## src/rtl/snake_engine.sv

```systemverilog
// Snake movement and rendering engine: head plus shift-register body, moved one cell per update
// tick, with growth, reversal rejection, wall/self collision pulses and registered pixel hits.
module snake_engine #(
    parameter int          BIT      = 10,
    parameter int          SIZE     = 5,
    parameter int          MAX_LEN  = 16,
    parameter int          LEN_INIT = 2,
    parameter int          X_START  = 320,
    parameter int          Y_START  = 240,
    parameter int          H_RES    = 640,
    parameter int          V_RES    = 480,
    parameter int          WRAP     = 0,
    parameter logic [2:0]  HEAD_RGB = 3'b110,
    parameter logic [2:0]  BODY_RGB = 3'b010,
    localparam int         LW       = $clog2(MAX_LEN + 1)
) (
    input  logic           clk,
    input  logic           rst_n,
    input  logic           update,
    input  logic [2:0]     direction,
    input  logic           grow,
    input  logic [1:0]     game_state,
    input  logic [BIT-1:0] x_pos,
    input  logic [BIT-1:0] y_pos,
    output logic           snake_head_active,
    output logic           snake_body_active,
    output logic [2:0]     rgb,
    output logic           self_hit,
    output logic           wall_hit,
    output logic [LW-1:0]  length
);

    localparam logic [2:0] DIR_IDLE  = 3'd0;
    localparam logic [2:0] DIR_UP    = 3'd1;
    localparam logic [2:0] DIR_DOWN  = 3'd2;
    localparam logic [2:0] DIR_LEFT  = 3'd3;
    localparam logic [2:0] DIR_RIGHT = 3'd4;
    localparam logic [1:0] GS_PLAY   = 2'b01;
    localparam logic [1:0] GS_OVER   = 2'b11;

    localparam logic [BIT-1:0] STEP  = BIT'(SIZE);
    localparam logic [BIT-1:0] XS    = BIT'(X_START);
    localparam logic [BIT-1:0] YS    = BIT'(Y_START);
    localparam logic [BIT-1:0] HMAX  = BIT'(H_RES);
    localparam logic [BIT-1:0] VMAX  = BIT'(V_RES);
    localparam logic [BIT-1:0] HLAST = BIT'(H_RES - SIZE);
    localparam logic [BIT-1:0] VLAST = BIT'(V_RES - SIZE);
    localparam logic [BIT-1:0] ZERO  = BIT'(0);
    localparam logic [BIT:0]   BOX   = (BIT+1)'(SIZE);
    localparam logic [LW-1:0]  LEN_RST  = LW'(LEN_INIT);
    localparam logic [LW-1:0]  LEN_MAX  = LW'(MAX_LEN);
    localparam logic [LW-1:0]  LEN_ONE  = LW'(1);
    localparam logic [LW-1:0]  LEN_ZERO = LW'(0);

    logic [BIT-1:0] hx_q, hx_d, hy_q, hy_d;
    logic [BIT-1:0] bx_q [MAX_LEN];
    logic [BIT-1:0] bx_d [MAX_LEN];
    logic [BIT-1:0] by_q [MAX_LEN];
    logic [BIT-1:0] by_d [MAX_LEN];
    logic [2:0]     heading_q, heading_d;
    logic           grow_pending_q, grow_pending_d;
    logic [LW-1:0]  length_q, length_d;
    logic           check_q, check_d;
    logic           self_hit_q, self_hit_d;
    logic           wall_hit_q, wall_hit_d;
    logic           head_active_q, head_active_d;
    logic           body_active_q, body_active_d;
    logic [2:0]     rgb_q, rgb_d;

    logic [BIT-1:0] nx_s, ny_s;
    logic [BIT:0]   fix_s;
    logic           blocked_s, over_s, play_s, move_s, dir_ok_s, grow_now_s;
    logic           head_hit_s, body_hit_s, self_match_s;

    // Returns {blocked, coordinate}: out-of-range values either wrap or mark the move blocked.
    function automatic logic [BIT:0] edge_fix(input logic [BIT-1:0] v, input logic [BIT-1:0] lim,
                                              input logic [BIT-1:0] wrap_to);
        if (v < lim) begin
            edge_fix = {1'b0, v};
        end else if (WRAP != 0) begin
            edge_fix = {1'b0, wrap_to};
        end else begin
            edge_fix = {1'b1, v};
        end
    endfunction

    function automatic logic is_opposite(input logic [2:0] a, input logic [2:0] b);
        case (a)
            DIR_UP:    is_opposite = (b == DIR_DOWN);
            DIR_DOWN:  is_opposite = (b == DIR_UP);
            DIR_LEFT:  is_opposite = (b == DIR_RIGHT);
            DIR_RIGHT: is_opposite = (b == DIR_LEFT);
            default:   is_opposite = 1'b0;
        endcase
    endfunction

    function automatic logic in_box(input logic [BIT-1:0] px, input logic [BIT-1:0] py,
                                    input logic [BIT-1:0] cx, input logic [BIT-1:0] cy);
        in_box = ({1'b0, px} >= {1'b0, cx}) && ({1'b0, px} < ({1'b0, cx} + BOX)) &&
                 ({1'b0, py} >= {1'b0, cy}) && ({1'b0, py} < ({1'b0, cy} + BOX));
    endfunction

    assign over_s     = (game_state == GS_OVER);
    assign play_s     = (game_state == GS_PLAY);
    assign move_s     = update && play_s && (heading_q != DIR_IDLE);
    assign dir_ok_s   = (direction >= DIR_UP) && (direction <= DIR_RIGHT);
    assign grow_now_s = grow_pending_q || grow;

    // Candidate head position one cell along the current heading
    always_comb begin
        nx_s      = hx_q;
        ny_s      = hy_q;
        fix_s     = {1'b0, ZERO};
        blocked_s = 1'b0;
        case (heading_q)
            DIR_UP: begin
                fix_s = edge_fix(hy_q - STEP, VMAX, VLAST);
                ny_s  = fix_s[BIT-1:0];
            end
            DIR_DOWN: begin
                fix_s = edge_fix(hy_q + STEP, VMAX, ZERO);
                ny_s  = fix_s[BIT-1:0];
            end
            DIR_LEFT: begin
                fix_s = edge_fix(hx_q - STEP, HMAX, HLAST);
                nx_s  = fix_s[BIT-1:0];
            end
            DIR_RIGHT: begin
                fix_s = edge_fix(hx_q + STEP, HMAX, ZERO);
                nx_s  = fix_s[BIT-1:0];
            end
            default: fix_s = {1'b0, ZERO};
        endcase
        blocked_s = fix_s[BIT];
    end

    // Next heading, position, body, length and wall pulse
    always_comb begin
        heading_d      = heading_q;
        hx_d           = hx_q;
        hy_d           = hy_q;
        bx_d           = bx_q;
        by_d           = by_q;
        grow_pending_d = grow_pending_q;
        length_d       = length_q;
        check_d        = 1'b0;
        wall_hit_d     = 1'b0;
        if (over_s) begin
            heading_d      = DIR_IDLE;
            hx_d           = XS;
            hy_d           = YS;
            for (int k = 0; k < MAX_LEN; k++) begin
                bx_d[k] = XS;
                by_d[k] = YS;
            end
            grow_pending_d = 1'b0;
            length_d       = LEN_RST;
        end else begin
            if (dir_ok_s && !(is_opposite(heading_q, direction) && (length_q != LEN_ZERO))) begin
                heading_d = direction;
            end else begin
                heading_d = heading_q;
            end
            if (move_s && !blocked_s) begin
                hx_d    = nx_s;
                hy_d    = ny_s;
                bx_d[0] = hx_q;
                by_d[0] = hy_q;
                for (int k = 1; k < MAX_LEN; k++) begin
                    bx_d[k] = bx_q[k-1];
                    by_d[k] = by_q[k-1];
                end
                grow_pending_d = 1'b0;
                check_d        = 1'b1;
                if (grow_now_s && (length_q < LEN_MAX)) begin
                    length_d = length_q + LEN_ONE;
                end else begin
                    length_d = length_q;
                end
            end else begin
                grow_pending_d = grow_pending_q || grow;
                wall_hit_d     = move_s && blocked_s;
            end
        end
    end

    // Pixel hits, colour and self-collision against the registered state
    always_comb begin
        head_hit_s   = in_box(x_pos, y_pos, hx_q, hy_q);
        body_hit_s   = 1'b0;
        self_match_s = 1'b0;
        for (int k = 0; k < MAX_LEN; k++) begin
            body_hit_s   = body_hit_s   || ((k < int'(length_q)) && in_box(x_pos, y_pos, bx_q[k], by_q[k]));
            self_match_s = self_match_s || ((k < int'(length_q)) && (bx_q[k] == hx_q) && (by_q[k] == hy_q));
        end
        head_active_d = head_hit_s;
        body_active_d = body_hit_s && !head_hit_s;
        if (head_hit_s) begin
            rgb_d = HEAD_RGB;
        end else if (body_hit_s) begin
            rgb_d = BODY_RGB;
        end else begin
            rgb_d = 3'b000;
        end
        self_hit_d = check_q && self_match_s;
    end

    // State and output registers
    always_ff @(posedge clk or negedge rst_n) begin
        if (!rst_n) begin
            hx_q           <= XS;
            hy_q           <= YS;
            for (int k = 0; k < MAX_LEN; k++) begin
                bx_q[k] <= XS;
                by_q[k] <= YS;
            end
            heading_q      <= DIR_IDLE;
            grow_pending_q <= 1'b0;
            length_q       <= LEN_RST;
            check_q        <= 1'b0;
            self_hit_q     <= 1'b0;
            wall_hit_q     <= 1'b0;
            head_active_q  <= 1'b0;
            body_active_q  <= 1'b0;
            rgb_q          <= 3'b000;
        end else begin
            hx_q           <= hx_d;
            hy_q           <= hy_d;
            bx_q           <= bx_d;
            by_q           <= by_d;
            heading_q      <= heading_d;
            grow_pending_q <= grow_pending_d;
            length_q       <= length_d;
            check_q        <= check_d;
            self_hit_q     <= self_hit_d;
            wall_hit_q     <= wall_hit_d;
            head_active_q  <= head_active_d;
            body_active_q  <= body_active_d;
            rgb_q          <= rgb_d;
        end
    end

    assign snake_head_active = head_active_q;
    assign snake_body_active = body_active_q;
    assign rgb               = rgb_q;
    assign self_hit          = self_hit_q;
    assign wall_hit          = wall_hit_q;
    assign length            = length_q;

endmodule

```

## config.mk

```make
export PLATFORM = sky130hd
export DESIGN_NAME = snake_engine
export DESIGN_NICKNAME = d
export VERILOG_FILES = /design/src/rtl/snake_engine.sv
export SDC_FILE = /design/constraint.sdc
export NUM_CORES = 2
export LEC_CHECK = 0
export CAP_MARGIN = 20
export CORE_ASPECT_RATIO = 0.8
export CORE_MARGIN = 5
export CORE_UTILIZATION = 25
export DETAILED_ROUTE_END_ITERATION = 10
export GPL_ROUTABILITY_DRIVEN = 1
export GPL_TIMING_DRIVEN = 0
export HOLD_SLACK_MARGIN = 0.1
export PLACE_DENSITY_LB_ADDON = 0.2
export SETUP_SLACK_MARGIN = 0.2
export SKIP_CTS_REPAIR_TIMING = 1
export SYNTH_ARGS = -nofsm -noshare
export SYNTH_HDL_FRONTEND = slang
export SYNTH_SLANG_ARGS = --single-unit
```

## constraint.sdc

```tcl
create_clock -name clk -period 3.07 [get_ports clk]
set_clock_uncertainty 0.1 [all_clocks]
set_input_delay 0.4605 -clock clk [delete_from_list [all_inputs] [get_ports clk]]
set_output_delay 0.4605 -clock clk [all_outputs]
set_load 0.02 [all_outputs]
```

==> qor.csv <==
metric,value,unit
status,"complete, but fails checks",
failing checks,setup timing,
first-pass GRT wire length,243000,um
Seq pwr share,0.328,
core outline area,152000,um^2
Chip Width,446,um
sequential-to-total area share from yosys stat,0.237,
Sw Share,0.335,
largest cells by area after synthesis,"ha_1 (24%), dfrtp_1 (17%), xnor2_1 (9.2%)",
DRT iter0 DRCs,3525,
clock sink count,355,
most frequent cell after synthesis,ha_1,
Final WS setup,-1.07,ns
"setup slack, reg-to-reg",-1.07,ns
I/O Buffers,38,
Clock Latency Late Sink,0.65,ns
Netlist cell types,81,
Min-Delay Endpoint,heading_q[2],
DP Area,41500,um^2
post-route ant nets,0,
Final period util,1.35,
syn_area_per_cell,8.53,um^2
max_slew headroom,0.0514,
RSZ-0062 raised after global routing,yes,
largest net degree at the start of global routing,103,
Pint,9.66,mW
share of post-route cells with drive strength above 1,0.146,
Die Area,160000,um^2
Hold Path Class,in -> reg,
vias,35914,
first drt pass iteration count,6,
Net Sw Power,4.86,mW
WL/cell,25.6,um
Starting Density,0.250,
number of flops mapped to enable cells by yosys,0,
Root Driver,clkbuf_16,
Ports,41,
TritonCTS Buffers,46,
syn nets,5202,
Combinational Power Share,0.244,
worst vdd ir,0.368,mV
Ys Warns,0,
DRC violations left,0,
CP endpoint kind,register,
final setup fails,214,
cell row count,128,
number of synthesized register bits,355,
CP startpoint,by_q[80],
Max clock buf depth,3,
WL final,174000,um
htree depth,2,
vias per cell,5.29,
initial antenna violation count,2,
Max Cap Viol,0,
gr ovfl total,0,
Arrival @ worst endpoint,4.58,ns
Power Dens Cells,312,nW/um^2
vias in the first global route,34011,
crit path time final,4.14,ns
Final Cell Area,46600,um^2
WS Path Type,reg -> reg,
CTS clock-pin slew for the worst setup and hold paths,0.07,ns
Synth async-reset ratio,1.00,
die height,359,um
Fin. Hold Viols,0,
Max Freq,0.242,GHz
hold path start,direction[2],
Worst Tran Pin Value,1.42,ns
startpoint types,register,
area share of the largest cell type after synthesis,0.236,
Yosys top cell by area,ha_1,
WP data required,3.51,ns
worst reg2reg path depth,15,
CTS tree,done,
Clock power frac,0.428,
nets,5479,
Post-Synthesis Cells,4455,
GP Congestion,0.964,
Fill cells,16119,
"Power, Total",14.5,mW
"Max FO, Critical Path",4,
synth cell count leaders,"ha_1 (718), o21ai_0 (403), xnor2_1 (399)",
post-DP HPWL,133000,um
Pleak,20.1,nW
Total GRT Usage,0.207,
dpl ws,-1.67,ns
Synth Cell Area,38000,um^2
hold path depth,3,
RR Startpoint,by_q[80],
Area Overhead vs Synth,22.6,%
fin. max-slew vios,0,
ys flop type,dfrtp_1,
R2R Path End,snake_body_active,
==> logic make-up after synthesis <==
group,count (synthesis),share of synthesized area
AO/OA/AOI/OAI,1093,0.180
XOR/XNOR,602,0.139
adder cells (fa/ha/maj),718,0.236
buffers and inverters,628,0.0667
flip-flops,355,0.237
multiplexers,8,0.00211
other,1,0.0000987
AND/OR/NAND/NOR,1050,0.139
==> placed cells by master (no fill, tap or decap), drive strengths merged, types with 10 or more instances in the layout <==
cell,Yosys,final
buf,101,309
a211oi,30,30
o21a,58,58
a21boi,11,11
nor3,91,91
xnor2,399,399
o31ai,18,18
o2111ai,51,51
nand2,137,138
clkdlybuf4s50,0,19
or3,15,15
nor2,219,219
clkbuf,135,207
xor2,203,203
a31oi,130,130
o211ai,30,30
nand3,306,306
o221ai,10,10
o22ai,17,17
ha,718,718
inv,389,386
a21oi,176,176
nand4,75,75
a2111oi,17,17
a211o,12,12
dfrtp,252,252
nand2b,19,19
a21o,54,54
nor4,85,85
dfstp,103,103
and3,22,22
o21ai,406,406
nor2b,37,37
==> worst max-delay path, stage by stage (launching register included) <==
cell and delay (ns):
dfrtp_2 0.43, ha_4 0.18, nor2_4 0.04, nor4_4 0.29, nand3_1 0.13, xnor2_1 0.15
ha_2 0.17, or4_4 0.48, a211oi_2 0.27, o32a_1 0.28, nand4_1 0.68, o41ai_2 0.20
buf_4 0.26, nor4_4 0.05, buf_6 0.19, a21oi_2 0.12
==> power by group through the flow <==
stage	sequential [mW]	combinational, mW	clock, mW
6_report	4.76	3.55	6.21
2_1_floorplan	4.84	1.53	0
3_5_place_dp	4.84	2.95	0
5_1_grt	4.77	3.78	6.46
4_1_cts	4.76	2.96	6.29
3_3_place_gp	4.84	2.85	0
==> worst max path at each step <==
stage | end | slack (ns) | cells after the start
global route | snake_body_active | -1.03 | 15
finish | snake_body_active | -1.07 | 15
CTS | snake_body_active | -1.69 | 11
detailed placement | snake_body_active | -1.67 | 11
global placement | bx_q[2] | -16.54 | 1
floorplan | bx_q[0] | 0.18 | 14
==> registers in the layout, summed over array words and instances, names as in the netlist <==
| signal | count |
|---|---|
| grow_pending_q | 1 |
| hx_q | 10 |
| check_q | 1 |
| length | 5 |
| rgb | 1 |
| wall_hit | 1 |
| snake_body_active | 1 |
| by_q | 160 |
| heading_q | 3 |
| self_hit | 1 |
| hy_q | 10 |
| bx_q | 160 |
| snake_head_active | 1 |
==> final cells by class <==
type | instances | area [um^2] | area share
repair buffers | 232 | 2400 | 0.0515
inverters | 392 | 1510 | 0.0325
clock buffers | 72 | 1360 | 0.0292
multi-input cells | 3473 | 27400 | 0.589
clock inverters | 13 | 244 | 0.00524
diodes | 3 | 7.51 | 0.000161
plain buffers | 232 | 2070 | 0.0445
well taps | 2015 | 2520 | 0.0542
flip-flops and latches | 355 | 9030 | 0.194
==> stage by stage <==
step | hold slack, ns | util | std cells | setup TNS [ns]
after detailed placement | 0.431 | 0.274 | 6545 | -418.00
after floorplan | 0.0649 | - | 4455 | 0
after global routing | 0.249 | 0.307 | 6784 | -33.42
after CTS | -0.207 | 0.284 | 6630 | -421.61
after global placement | 0.430 | 0.270 | 6508 | -5713.71
final | 0.223 | 0.307 | 6787 | -14.97
==> layer usage <==
metal	global-route usage	vias to the layer above	share of wire
li1	-	16642	-
met1	0.309	17822	0.49
met2	0.303	1242	0.41
met3	0.0352	206	0.076
met4	0.0563	2	0.027
met5	0.0153	-	0.0020
No activity file was read; power rests on OpenSTA's default activity.
